--- src/rtl/irq_request_latch_pkg.sv ---
// Shared defaults and types for the interrupt request capture stage.
package irq_pkg;

    localparam int unsigned DEF_N           = 4;
    localparam int unsigned DEF_IDX_W       = 2;
    localparam int unsigned DEF_SYNC_STAGES = 2;
    localparam bit          DEF_EDGE_MODE   = 1'b1;

    typedef logic [DEF_N-1:0] req_vec_t;

endpackage

--- src/rtl/irq_request_latch_if.sv ---
// Control/status bus between the request latch and its consumer (encoder + software).
interface irq_request_latch_if #(
    parameter int unsigned N     = irq_pkg::DEF_N,
    parameter int unsigned IDX_W = irq_pkg::DEF_IDX_W
);

    logic             mask_wr;
    logic [N-1:0]     mask_din;
    logic             ack;
    logic [IDX_W-1:0] ack_idx;
    logic             clr_ovf;
    logic [N-1:0]     pend_out;
    logic [N-1:0]     pend_raw;
    logic             irq;
    logic [N-1:0]     ovf;
    logic             ack_err;

    modport master (
        output mask_wr, mask_din, ack, ack_idx, clr_ovf,
        input  pend_out, pend_raw, irq, ovf, ack_err
    );

    modport slave (
        input  mask_wr, mask_din, ack, ack_idx, clr_ovf,
        output pend_out, pend_raw, irq, ovf, ack_err
    );

endinterface

--- src/rtl/irq_request_latch_sync_edge_det.sv ---
// One request line: multi-flop synchroniser followed by an edge-history flop.
module sync_edge_det
    import irq_pkg::*;
#(
    parameter int unsigned SYNC_STAGES = DEF_SYNC_STAGES,
    parameter bit          EDGE_MODE   = DEF_EDGE_MODE
) (
    input  logic clk,
    input  logic rst,
    input  logic d,
    output logic lvl,
    output logic ev
);

    logic [SYNC_STAGES-1:0] sync_q;
    logic [SYNC_STAGES-1:0] sync_d;
    logic                   hist_q;
    logic                   hist_d;

    always_comb begin
        sync_d = {sync_q[SYNC_STAGES-2:0], d};
        hist_d = sync_q[SYNC_STAGES-1];
    end

    always_ff @(posedge clk) begin
        if (rst) begin
            sync_q <= '0;
            hist_q <= 1'b0;
        end else begin
            sync_q <= sync_d;
            hist_q <= hist_d;
        end
    end

    always_comb begin
        lvl = sync_q[SYNC_STAGES-1];
        ev  = EDGE_MODE ? (lvl & ~hist_q) : lvl;
    end

endmodule

--- src/rtl/irq_request_latch.sv ---
// Captures request events into sticky pending bits, masks them for the encoder,
// and handles acknowledge, overflow and ack-error reporting.
module irq_request_latch
    import irq_pkg::*;
#(
    parameter int unsigned N           = DEF_N,
    parameter int unsigned IDX_W       = DEF_IDX_W,
    parameter int unsigned SYNC_STAGES = DEF_SYNC_STAGES,
    parameter bit          EDGE_MODE   = DEF_EDGE_MODE
) (
    input  logic                clk,
    input  logic                rst,
    input  logic [N-1:0]        req_in,
    irq_request_latch_if.slave  bus
);

    logic [N-1:0] line_lvl;
    logic [N-1:0] line_edge;
    logic [N-1:0] ev;

    for (genvar g = 0; g < N; g++) begin : g_line
        sync_edge_det #(
            .SYNC_STAGES (SYNC_STAGES),
            .EDGE_MODE   (EDGE_MODE)
        ) u_sync (
            .clk (clk),
            .rst (rst),
            .d   (req_in[g]),
            .lvl (line_lvl[g]),
            .ev  (line_edge[g])
        );
    end

    logic [N-1:0] pend_q, pend_d;
    logic [N-1:0] mask_q, mask_d;
    logic [N-1:0] ovf_q, ovf_d;
    logic         ack_err_q, ack_err_d;

    logic [N-1:0] ack_hit;
    logic [N-1:0] clr_hit;
    logic [N-1:0] set_win;
    logic [N-1:0] ovf_set;

    always_comb begin
        ev = EDGE_MODE ? line_edge : line_lvl;

        ack_hit = '0;
        for (int unsigned i = 0; i < N; i++) begin
            ack_hit[i] = bus.ack && (bus.ack_idx == IDX_W'(i));
        end
        clr_hit = ack_hit & pend_q;

        // Edge mode: a new event beats a same-cycle ack. Level mode: the ack
        // wins so the line can drop for one cycle before re-setting.
        if (EDGE_MODE) begin
            set_win = ev;
            ovf_set = ev & pend_q & ~ack_hit;
        end else begin
            set_win = ev & ~clr_hit;
            ovf_set = '0;
        end

        pend_d    = set_win | (pend_q & ~clr_hit);
        ovf_d     = (bus.clr_ovf ? '0 : ovf_q) | ovf_set;
        mask_d    = bus.mask_wr ? bus.mask_din : mask_q;
        // Out-of-range indices never hit, so they fall into the error path too.
        ack_err_d = bus.ack & ~(|clr_hit);
    end

    always_ff @(posedge clk) begin
        if (rst) begin
            pend_q    <= '0;
            mask_q    <= '1;
            ovf_q     <= '0;
            ack_err_q <= 1'b0;
        end else begin
            pend_q    <= pend_d;
            mask_q    <= mask_d;
            ovf_q     <= ovf_d;
            ack_err_q <= ack_err_d;
        end
    end

    always_comb begin
        bus.pend_raw = pend_q;
        bus.pend_out = pend_q & mask_q;
        bus.irq      = |(pend_q & mask_q);
        bus.ovf      = ovf_q;
        bus.ack_err  = ack_err_q;
    end

endmodule

--- src/flat_wrapper.sv ---
// flat-port wrapper written by rule: the top's interface ports become plain ports
module irq_request_latch_flat import irq_pkg::*;
#(
    parameter int unsigned N           = DEF_N,
    parameter int unsigned IDX_W       = DEF_IDX_W,
    parameter int unsigned SYNC_STAGES = DEF_SYNC_STAGES,
    parameter bit          EDGE_MODE   = DEF_EDGE_MODE
)
  (clk, rst, req_in, bus_mask_wr, bus_mask_din, bus_ack, bus_ack_idx, bus_clr_ovf, bus_pend_out, bus_pend_raw, bus_irq, bus_ovf, bus_ack_err);
  irq_request_latch_if #(.N(N), .IDX_W(IDX_W)) bus_i ();
  input  logic clk;
  input  logic rst;
  input  logic [N-1:0] req_in;
  input wire logic [$bits(bus_i.mask_wr)-1:0] bus_mask_wr;
  input wire logic [$bits(bus_i.mask_din)-1:0] bus_mask_din;
  input wire logic [$bits(bus_i.ack)-1:0] bus_ack;
  input wire logic [$bits(bus_i.ack_idx)-1:0] bus_ack_idx;
  input wire logic [$bits(bus_i.clr_ovf)-1:0] bus_clr_ovf;
  output wire logic [$bits(bus_i.pend_out)-1:0] bus_pend_out;
  output wire logic [$bits(bus_i.pend_raw)-1:0] bus_pend_raw;
  output wire logic [$bits(bus_i.irq)-1:0] bus_irq;
  output wire logic [$bits(bus_i.ovf)-1:0] bus_ovf;
  output wire logic [$bits(bus_i.ack_err)-1:0] bus_ack_err;
  assign bus_i.mask_wr = bus_mask_wr;
  assign bus_i.mask_din = bus_mask_din;
  assign bus_i.ack = bus_ack;
  assign bus_i.ack_idx = bus_ack_idx;
  assign bus_i.clr_ovf = bus_clr_ovf;
  assign bus_pend_out = bus_i.pend_out;
  assign bus_pend_raw = bus_i.pend_raw;
  assign bus_irq = bus_i.irq;
  assign bus_ovf = bus_i.ovf;
  assign bus_ack_err = bus_i.ack_err;
  irq_request_latch #(.N(N), .IDX_W(IDX_W), .SYNC_STAGES(SYNC_STAGES), .EDGE_MODE(EDGE_MODE)) u_core (.clk(clk), .rst(rst), .req_in(req_in), .bus(bus_i));
endmodule
--- config.mk ---
export PLATFORM = sky130hd
export DESIGN_NAME = irq_request_latch_flat
export DESIGN_NICKNAME = d
export VERILOG_FILES = /design/src/rtl/irq_request_latch_pkg.sv /design/src/rtl/irq_request_latch_if.sv /design/src/rtl/irq_request_latch_sync_edge_det.sv /design/src/rtl/irq_request_latch.sv /design/src/flat_wrapper.sv
export SDC_FILE = /design/constraint.sdc
export NUM_CORES = 1
export LEC_CHECK = 0
export BUFFER_PORTS_ARGS = -buffer_cell sky130_fd_sc_hd__buf_4
export CORE_MARGIN = 4
export CORE_UTILIZATION = 43
export CTS_CLUSTER_DIAMETER = 40
export DETAILED_ROUTE_END_ITERATION = 8
export PLACE_DENSITY_LB_ADDON = 0.3
export SYNTH_ARGS = -nofsm -noshare
export SYNTH_HDL_FRONTEND = slang
export SYNTH_SLANG_ARGS = --single-unit
--- constraint.sdc ---
create_clock -name clk -period 0.9 [get_ports clk]
set_input_delay 0.09 -clock clk [delete_from_list [all_inputs] [get_ports clk]]
set_output_delay 0.09 -clock clk [all_outputs]
set_load 0.005 [all_outputs]
After elaboration in Yosys (flattened, before gate mapping)
Index checks and enable logic that the tools add are counted.
- word-level logic and storage cells: 42
- latch bits: 0
- register bits: 25
- RAM bits: 0
- memories kept: 0
- memory bits (read-only): 0
- reductions and logical operators: 7
- div/mod/pow operators: 0
- mux-type cells: 1
- $mul: 0
- $lt $le $gt $ge: 0
- bitwise operators: 19
- $add $sub $neg: 0
- shift operators: 0
- equal/unequal tests: 3
- operator list (operator ; count):
    $and A4 B4 Y4 ; 5
    $not A4 Y4 ; 2
    $or A4 B4 Y4 ; 2
    $reduce_or A4 Y1 ; 2
    $and A1 B1 Y1 ; 5
    $not A1 Y1 ; 5
    $eq A2 B2 Y1 const B ; 2
    $logic_and A1 B1 Y1 ; 4
    $mux W4 ; 1
    $eq A2 B1 Y1 const B ; 1
    $logic_not A2 Y1 ; 1

Longest topological paths before layout
Gate-level depths: netlist of the first run.
- depth after elaboration: 6
- mapped depth: 3
- depth with buffers taken out: 2

Cells and area by module
A second synthesis of the first run with hierarchy kept.
- cells, all modules: 86
- area, all modules: 928.4 um^2
- modules (own cells, without submodules) (module ; times used ; seq. area each (um^2) ; cells an instance ; area an instance (um^2)):
    irq_request_latch ; 1 ; 260.2 ; 58 ; 578.1
    sync_edge_det ; 4 ; 60.1 ; 7 ; 87.6

Least setup slack after synthesis of the first run
Ideal clock, no wire load.
- path type: register to output
- start point: register u_core.pend_q[2] (netlist: u_core.bus.pend_raw[2])
- end point: output port bus_irq
- slack: -0.181 ns
- path buffers: 0
- data arrival time: 0.991 ns
- cell stages (with the launch flop): 3
- data required time: 0.810 ns
- cells stage by stage: dfxtp_1 -> and2_4 -> or4_4
- word-level cells in the longest chain between the ends: 2
- ends and longest elaborated chain (what ; line ; text):
    start: declaration ; irq_request_latch.sv:34 ; logic [N-1:0] pend_q, pend_d;
    start signal: assignment ; irq_request_latch.sv:77 ; pend_q <= pend_d;
    $and A4 B4 Y4 ; - ;
    named net bus_pend_out[2] ; flat_wrapper.sv:19 ; output wire logic [$bits(bus_i.pend_out)-1:0] bus_pend_out;
    $reduce_or A4 Y1 ; irq_request_latch.sv:87 ; bus.irq = |(pend_q & mask_q);
    end: declaration ; flat_wrapper.sv:21 ; output wire logic [$bits(bus_i.irq)-1:0] bus_irq;
The timed path passes the listed nets, and every way through them passes these cells.

Worst setup path after layout of the first run
- start point: register u_core.mask_q[3]
- end point: output port bus_irq
- word-level cells in the longest chain between the ends: 2
- ends and longest elaborated chain (what ; line ; text):
    start: declaration ; irq_request_latch.sv:35 ; logic [N-1:0] mask_q, mask_d;
    start signal: assignment ; irq_request_latch.sv:78 ; mask_q <= mask_d;
    $and A4 B4 Y4 ; irq_request_latch.sv:87 ;
    $reduce_or A4 Y1 ; irq_request_latch.sv:87 ;
No other way between the ends.

==> results of run 1 <==
layout by cell type, fill, tap and decap left out, types with 3 or more instances in the layout:
master / n
dfxtp_2: 13
nor2b_1: 12
clkbuf_4: 3
dlygate4sd3_1: 8
buf_4: 17
nand2b_1: 3
and2_4: 4
dfxtp_1: 12
nand2_1: 5
mux2i_1: 4
buf_6: 21
or3b_1: 3
final timing paths:
kind                                      from                                 to  cells past startpoint
max                           u_core.mask_q[3]                            bus_irq                      3
min                                bus_mask_wr                   u_core.mask_q[1]                      3
max reg2reg             u_core.bus.pend_raw[2]                 u_core.bus.ack_err                      4
min reg2reg  u_core.g_line[1].u_sync.sync_q[0]  u_core.g_line[1].u_sync.sync_q[1]                      1
registers in the layout, summed over array words and instances (netlist names):
signal and count:
u_core.g_line.u_sync.sync_q 8, u_core.bus.ack_err 1, u_core.bus.ovf 4, u_core.bus.pend_raw 4, u_core.mask_q 4, u_core.g_line.u_sync.hist_q 4
worst max-delay path: cells and delay by family (launching register included):
kind	cells	cell delay, ps
buffers and inverters	1	130
DFF	1	350
and+or+nand+nor	2	690
repair_timing:
| item | 4_1_cts | 5_1_grt |
|---|---|---|
| setup endpoints to repair | 16 | 19 |
| buffers inserted | 1 | 3 |
| pin swaps | 10 | 6 |
| gates resized for setup | 26 | 19 |
| endpoints found under the hold margin | 8 | 0 |
| hold buffers | 8 | 0 |
final cells by class:
cell class | count | share of cell area (%)
multi-input combinational | 54 | 30.7
clock buffer | 3 | 1.52
timing repair buffer | 46 | 29.9
tap | 27 | 2.28
sequential | 25 | 34.8
inverter | 1 | 0.253
clock inverter | 1 | 0.506
cell families (layout without fill, tap and decap cells):
family	Yosys count	count (layout)	synth area share, %
simple gates	39	39	28.7
compound gates	9	9	7.44
mux	6	6	6.89
flops	25	25	55.1
buf+inv	4	51	1.93
power groups by stage:
stage | clock network, mW | registers, mW | logic, mW
after floorplan | 0 | 1.20 | 0.110
after global placement | 0 | 1.19 | 0.249
after detailed placement | 0 | 1.20 | 0.254
after CTS | 0.527 | 1.18 | 0.323
after global routing | 0.573 | 1.19 | 0.388
final | 0.510 | 1.18 | 0.363
metal layers:
metal | global-route usage [%] | vias up | part of all wire (%)
met2 | 26.0 | 29 | 51
met1 | 16.5 | 366 | 41
met5 | 0 | - | 0
met3 | 3.88 | 7 | 5.3
met4 | 12.8 | 0 | 2.8
li1 | - | 382 | -
==> impl_metrics.ini, run 1 <==
[status]
status = complete, but fails checks
violations = negative setup slack

[sta]
setup_tns_ps = -2300
rsz0062_at_grt = yes
tightest_slew_ps = 316
max-slew-margin-rel_pct = 78.9
post-route-period-util_pct = 176
slew_viol_final = 0
max_freq_ghz = 0.632
fin_hold_ws_ps = 43.7
finalCriticalPeriod_ps = 1580
fin_worst_skew_ps = 9.38
setup_ws_ps = -682
hold_viol_final = 0
setup_viol = 13

[route]
finalWirelength_um = 2220
via_count = 784
drtIter0Drc = 15
wl_per_cell_um = 14.1
vias_per_cell = 4.99
drc = 0
firstDrtPassIters = 4
ant_nets = 0

[global_routing]
antenna_found_initial = 0
grt_pass1_wl_um = 3040
grt_overflow = 0
grt_max_degree = 16
grt_pass1_vias = 662
grt_use_total_pct = 15.6

[power_and_ir_drop]
pwr_density_cell_nw_per_um2 = 1380
p_switching_mw = 0.493
p_total_mw = 2.05
p_leak_nw = 0.644
power_frac_seq_pct = 57.5
clkPwrFrac_pct = 24.8
pwr-share-comb_pct = 17.6
p_sw_share_pct = 24.0
irDropWorstVdd_mv = 1.09
power.internal_mw = 1.56

[synth]
synthFlopType = dfxtp_1
yosysTopAreaCellShare_pct = 55.1
syn_inst = 83
yosys_register_bits = 25
yosysTopAreaCell = dfxtp_1
synth_area_um2 = 908
netlist_top_cells_area = dfxtp_1 (55%), nor2b_1 (8.3%), mux2i_1 (4.4%)
ys_seq_area_share_pct = 55.1
syn_area_per_cell_um2 = 10.9
ys_types = 26
synth_most_common_cell = dfxtp_1
syn-num-nets = 98
ys_top_cells_by_count = dfxtp_1 (25), nor2b_1 (12), nand2_1 (5), nand2b_1 (5), mux2i_1 (4)
async_flop_share_pct = 0
synth-edff-count = 0
synth_warnings = 0

[worst_setup_path]
slowest_stage = or4_4
crit_type = reg -> out
end_kind = output pin
cp.arrival_ps = 1490
cp_data_required_time_ps = 810
rrSetupSlack_ps = -200
worstSetupStartpointType = flip-flop
cp_slowest_stage_delay_ps = 530
crit_chain = and2_4 > or4_4 > buf_6
cp_max_fo = 2

[final_layout]
postLayoutCoreUtil_pct = 74.9
fin_cells = 157
nets = 146
ff_latch_area_um2 = 517
final_cell_area_um2 = 1480
drive_gt1_share_pct = 54.6
multi_input_area_um2 = 455
fillers = 126
diodes = 0
synthToLayoutAreaGrowth_pct = 63.4

[place]
dp.cells = 142
dpl_worst_slack_ps = -306
gp_congestion = 0.803
hpwl_um = 1320
io_buffers = 28
place_area_um2 = 1190

[clock_network]
cts_tree = yes
cts.clk_slew.worst_paths_ps = 140
cts_root_buffer = clkbuf_4
cts_buffer_depth = 2
cts_buffers = 3
h-tree-depth = 1
clock_latency_ps = 320
clock-sinks = 25

[floorplanning]
design.core.area_um2 = 1980
ios = 29
row_count = 16
dieArea_um2 = 2910
start_util_pct = 45.8
die_h_um = 54.0
die_w_um = 54.0

[flow_run]
drv_cap = 0

[hold_path]
min_path_type = in -> reg
Power figures use the tool's default switching activity.
==> run 2, diff against run 1 <==
CORE_UTILIZATION = 30   (was 43)
==> run 2 against run 1 <==
Effect of this change:
- the run still ends with negative setup slack left
- first-iteration DRC count is 67% lower
- sequential share of layout area rose by 1.1 points
- worst hold slack gained 6.1 ps
- non-clock buffer count is 2 lower
- routed wire length down 6.0%
- power decreased by 3.2%
- critical path type unchanged
==> impl_metrics.ini, run 2 (synthesis gave the netlist of run 1 again) <==
[status]
status = complete, but fails checks
violations = negative setup slack

[global_routing]
busiest_layer = met2
grt_pass1_vias = 721
met1_usage_pct = 11.3
met3_usage_pct = 4.14
grt_use_total_pct = 10.9
grt_overflow = 0
antenna_found_initial = 0
grt_max_degree = 15
grt_pass1_wl_um = 3390
use_met2_pct = 19.5

[floorplanning]
ios = 29
design.core.area_um2 = 2830
dieArea_um2 = 3970
die_w_um = 63.0
start_util_pct = 32.1
row_count = 19
die_h_um = 63.0

[route]
ant_nets = 0
via_count = 744
drc = 0
firstDrtPassIters = 2
vias_per_cell = 4.68
wl_per_cell_um = 13.1
finalWirelength_um = 2090
drtIter0Drc = 5

[sta]
max-slew-margin-rel_pct = 78.6
finalCriticalPeriod_ps = 1540
setup_ws_ps = -641
fin_worst_skew_ps = 7.96
tightest_slew_ps = 320
post-route-period-util_pct = 171
rsz0062_at_grt = yes
max_freq_ghz = 0.649
slew_viol_final = 0
hold_viol_final = 0
setup_viol = 13
setup_tns_ps = -1810

[place]
io_buffers = 28
place_area_um2 = 1210
hpwl_um = 1440
gp_congestion = 0.711

[power_and_ir_drop]
pwr_density_cell_nw_per_um2 = 1390
p_leak_nw = 0.617
irDropWorstVdd_mv = 0.943
p_total_mw = 1.99

[worst_setup_path]
crit_type = reg -> out
end_kind = output pin
worstSetupStartpointType = flip-flop
cp_max_fo = 2
cp_data_required_time_ps = 810
cp.arrival_ps = 1450
crit_start = u_core.mask_q[2]
reg2reg_from = u_core.bus.pend_raw[2]

[clock_network]
clock-sinks = 25
cts.clk_slew.worst_paths_ps = 130
cts_root_buffer = clkbuf_4
cts_buffers = 3
cts_tree = yes
cts_buffer_depth = 2
h-tree-depth = 1
postCtsSetupBuffers = 0
clock_latency_ps = 310

[final_layout]
synthToLayoutAreaGrowth_pct = 57.0
drive_gt1_share_pct = 48.4
fillers = 274
largest_register = u_core.g_line.u_sync.sync_q
final_cell_area_um2 = 1430
ff_latch_area_um2 = 513
diodes = 0
multi_input_area_um2 = 434
nets = 144
largest_reg_flops = 8
final_common_cell = buf_4
layout_common_cells = buf_4 (20), buf_6 (16), dfxtp_1 (15)

[hold_path]
min-delay-start = bus_mask_wr
min_path_type = in -> reg

[flow_run]
drv_cap = 0
==> run 2: cell types whose count changed in the layout (fill, tap and decap cells not counted), sizes merged <==
cell      previous run  this run
clkbuf               3         4
clkinvlp             1         0
buf                 38        36
==> run 2: per-stage QoR <==
| step | setup slack (ps) | util (%) | cells | hold slack, ps |
|---|---|---|---|---|
| floorplan | -158 | - | 83 | 217 |
| detailed placement | -305 | 42.6 | 147 | 305 |
| global placement | -282 | 42.6 | 147 | 301 |
| CTS | -659 | 48.7 | 159 | 32.8 |
| finish | -641 | 50.4 | 159 | 49.9 |
| global route | -699 | 50.4 | 159 | 56.6 |
==> run 2: final timing paths <==
kind	slack (ps)	cells past startpoint	to
setup reg to reg	-140	3	u_core.bus.ack_err
hold / removal	50	3	u_core.mask_q[2]
setup / recovery	-640	3	bus_irq
hold reg to reg	450	1	u_core.g_line[1].u_sync.sync_q[1]
==> run 2: report_power, final <==
part	leakage [nW]	internal, mW	switching [mW]	total, mW
registers	0.208	1.16	0.0201	1.18
logic	0.393	0.210	0.120	0.330
clock network	0.0150	0.173	0.309	0.483
==> run 2: worst max-delay path: stages (launching register included) <==
cell	delay [ps]
dfxtp_1	330
and2_4	150
or4_4	520
buf_6	130
==> run 2: layout make-up <==
| type | instances | share of cell area (%) |
|---|---|---|
| flip-flops and latches | 25 | 36.0 |
| multi-input cells | 54 | 30.4 |
| repair buffers | 44 | 28.8 |
| well taps | 31 | 2.72 |
| clock buffers | 4 | 1.84 |
| inverters | 1 | 0.263 |
==> run 2: repair_timing <==
item | 4_1_cts | 5_1_grt
pin swaps | 7 | 3
hold endpoints to repair | 8 | 0
gates resized for setup | 21 | 12
hold buffers | 8 | 0
setup endpoints to repair | 15 | 18
gates cloned | 0 | 0
==> run 2: routing by layer <==
layer | share of wire, % | wire length, um
met3 | 6.8 | 142
met5 | 0 | 0
met1 | 42 | 879
met4 | 1.5 | 31
met2 | 49 | 1030
==> run 3, diff against run 2 <==
SYNTH_HIERARCHICAL = 1   (was not set)
==> run 3 against run 2 <==
Effect of this change:
- the run still ends with negative setup slack left
- worst hold slack lost 23 ps
- count of clock-buffer cells in the layout shrank 1
- flip-flop and latch count is the same
- sequential share of layout area shrank 2.7 points
- combinational power grew 12%
- via count grew 9.3%
- non-clock buffer count grew 8
- sequential power is essentially flat
- cell count grew 7.5%
- area after synthesis grew 2.2%
- die area grew 1.9%
- maximum frequency shrank 1.1%
- critical path type unchanged
- largest power group unchanged
==> impl_metrics.ini, run 3 <==
[status]
status = complete, but fails checks
violations = negative setup slack

[sta]
setup_tns_ps = -2450
fin_worst_skew_ps = 4.56
post-route-period-util_pct = 173
setup_ws_ps = -659
setup_viol = 12
slew_viol_final = 0
max-slew-margin-rel_pct = 77.7
rsz0062_at_grt = yes
tightest_slew_ps = 334
hold_viol_final = 0
finalCriticalPeriod_ps = 1560
fin_hold_ws_ps = 26.6
max_freq_ghz = 0.641

[power_and_ir_drop]
pwr_density_cell_nw_per_um2 = 1340
p_switching_mw = 0.492
pwr-share-comb_pct = 17.9
clkPwrFrac_pct = 25.3
irDropWorstVdd_mv = 1.22
power_frac_seq_pct = 56.8
p_sw_share_pct = 23.7
p_total_mw = 2.08
power.internal_mw = 1.58
p_leak_nw = 0.670

[worst_setup_path]
rrSetupSlack_ps = -360
crit_type = reg -> out
worstSetupStartpointType = flip-flop
cp.arrival_ps = 1470
cp_data_required_time_ps = 810
cp_max_fo = 2
r2r_cells = 4
end_kind = output pin

[synth]
yosysTopAreaCell = dfxtp_1
synthSimpleGateAreaFrac_pct = 31.5
muxShareOfSynthArea_pct = 2.43
ys_seq_area_share_pct = 53.9
synth_area_um2 = 928
synth_fa_ha_area_share_pct = 0
synth-edff-count = 0
syn_inst = 86
syn_area_per_cell_um2 = 10.8
synth_most_common_cell = dfxtp_1
synthFlopType = dfxtp_1
yosys_register_bits = 25
ys_top_cells_by_count = dfxtp_1 (25), nor2b_1 (16)
syn-num-nets = 101
synth_xor_area_share_pct = 0
ys_types = 20
synth_warnings = 6
netlist_top_cells_area = dfxtp_1 (54%), nor2b_1 (11%), a211o_1 (3.8%)
synth_compound_area_share_pct = 9.70
synth_top_family_by_area = simple AND/OR/NAND/NOR gates
async_flop_share_pct = 0
yosysTopAreaCellShare_pct = 53.9

[global_routing]
grt_use_total_pct = 11.2
grt_max_degree = 17
antenna_found_initial = 0
grt_pass1_wl_um = 3480
grt_pass1_vias = 755
grt_overflow = 0

[route]
vias_per_cell = 4.75
via_count = 813
finalWirelength_um = 2180
drc = 0
firstDrtPassIters = 4
wl_per_cell_um = 12.7
drtIter0Drc = 24
ant_nets = 0

[place]
io_buffers = 28
hpwl_um = 1480
dp.cells = 154
dpl_worst_slack_ps = -285
gp_congestion = 0.768

[final_layout]
fillers = 257
largest_reg_flops = 8
fin_cells = 171
ff_latch_area_um2 = 515
final_common_cell = buf_6
nets = 156
multi_input_area_um2 = 450
largest_register = u_core/g_line.u_sync/sync_q
synthToLayoutAreaGrowth_pct = 66.7
layout_common_cells = buf_6 (23), buf_4 (21), nor2b_1 (16)
diodes = 0
drive_gt1_share_pct = 57.9

[floorplanning]
die_w_um = 63.6
start_util_pct = 32.5
ios = 29
design.core.area_um2 = 2850
row_count = 19
dieArea_um2 = 4050
die_h_um = 63.6

[clock_network]
cts_buffers = 3
cts.clk_slew.worst_paths_ps = 130
clock-sinks = 25
cts_buffer_depth = 2
cts_tree = yes
cts_root_buffer = clkbuf_4
h-tree-depth = 1
clock_latency_ps = 320

[hold_path]
holdPathStages = 2
min_path_type = in -> reg

[flow_run]
drv_cap = 0
run 3: cell types whose count changed in the layout (fill, tap and decap cells not counted), moves of 4 or more:
cell,delta
mux2i_1,-4
nor2b_2,+4
a211o_1,+4
buf_6,+7
nor2b_1,+4
inv_1,+4
run 3: cell families after synthesis:
family	Yosys count
flops	25
buf+inv	6
compound gates	12
mux	1
simple gates	42
run 3: final cells by class:
cell class | count | share of cell area, %
Sequential cell | 25 | 33.3
Clock buffer | 3 | 1.46
Clock inverter | 1 | 0.566
Tap cell | 31 | 2.51
Multi-Input combinational cell | 55 | 29.1
Inverter | 4 | 0.970
Timing Repair Buffer | 52 | 32.1
run 3: metal layers:
metal / up-vias / share of wire, % / wire (um) / GRT usage (%)
li1: 401 / - / - / -
met1: 376 / 41 / 902 / 12.9
met2: 29 / 49 / 1070 / 17.7
met3: 7 / 7.4 / 162 / 5.15
met4: 0 / 2.2 / 49 / 4.85
met5: - / 0 / 0 / 0
run 3: power groups by stage:
stage	Clock, mW	Sequential, mW	Combinational [mW]
finish	0.526	1.18	0.371
global route	0.610	1.18	0.401
CTS	0.561	1.18	0.338
detailed placement	0	1.20	0.273
global placement	0	1.20	0.269
floorplan	0	1.20	0.107
run 3: through the flow:
stage | instance area, um2 | util (%)
CTS | 1460 | 51.2
finish | 1550 | 54.3
global route | 1550 | 54.3
global placement | 1260 | 44.3
detailed placement | 1260 | 44.3
floorplan | 940 | -
run 3: worst paths after layout:
check                                    startpoint                           endpoint
setup / recovery                   u_core/mask_q[2]                            bus_irq
hold / removal                              bus_ack                 u_core/bus.ack_err
setup reg to reg             u_core/bus.pend_raw[0]                 u_core/bus.ack_err
hold reg to reg   u_core/g_line[3].u_sync/sync_q[0]  u_core/g_line[3].u_sync/sync_q[1]
run 3: repair_timing:
action / CTS / global route
hold endpoints to repair: 8 / 0
resized for setup: 23 / 18
endpoints found under the setup margin: 13 / 20
hold buffers: 8 / 0
cloned: 0 / 0
buffers inserted: 2 / 4
pin swaps: 2 / 3
run 3: critical path: stages, from the launching register on:
cell and delay [ps]:
dfxtp_2 340, and2_4 150, or4_4 530, buf_6 130
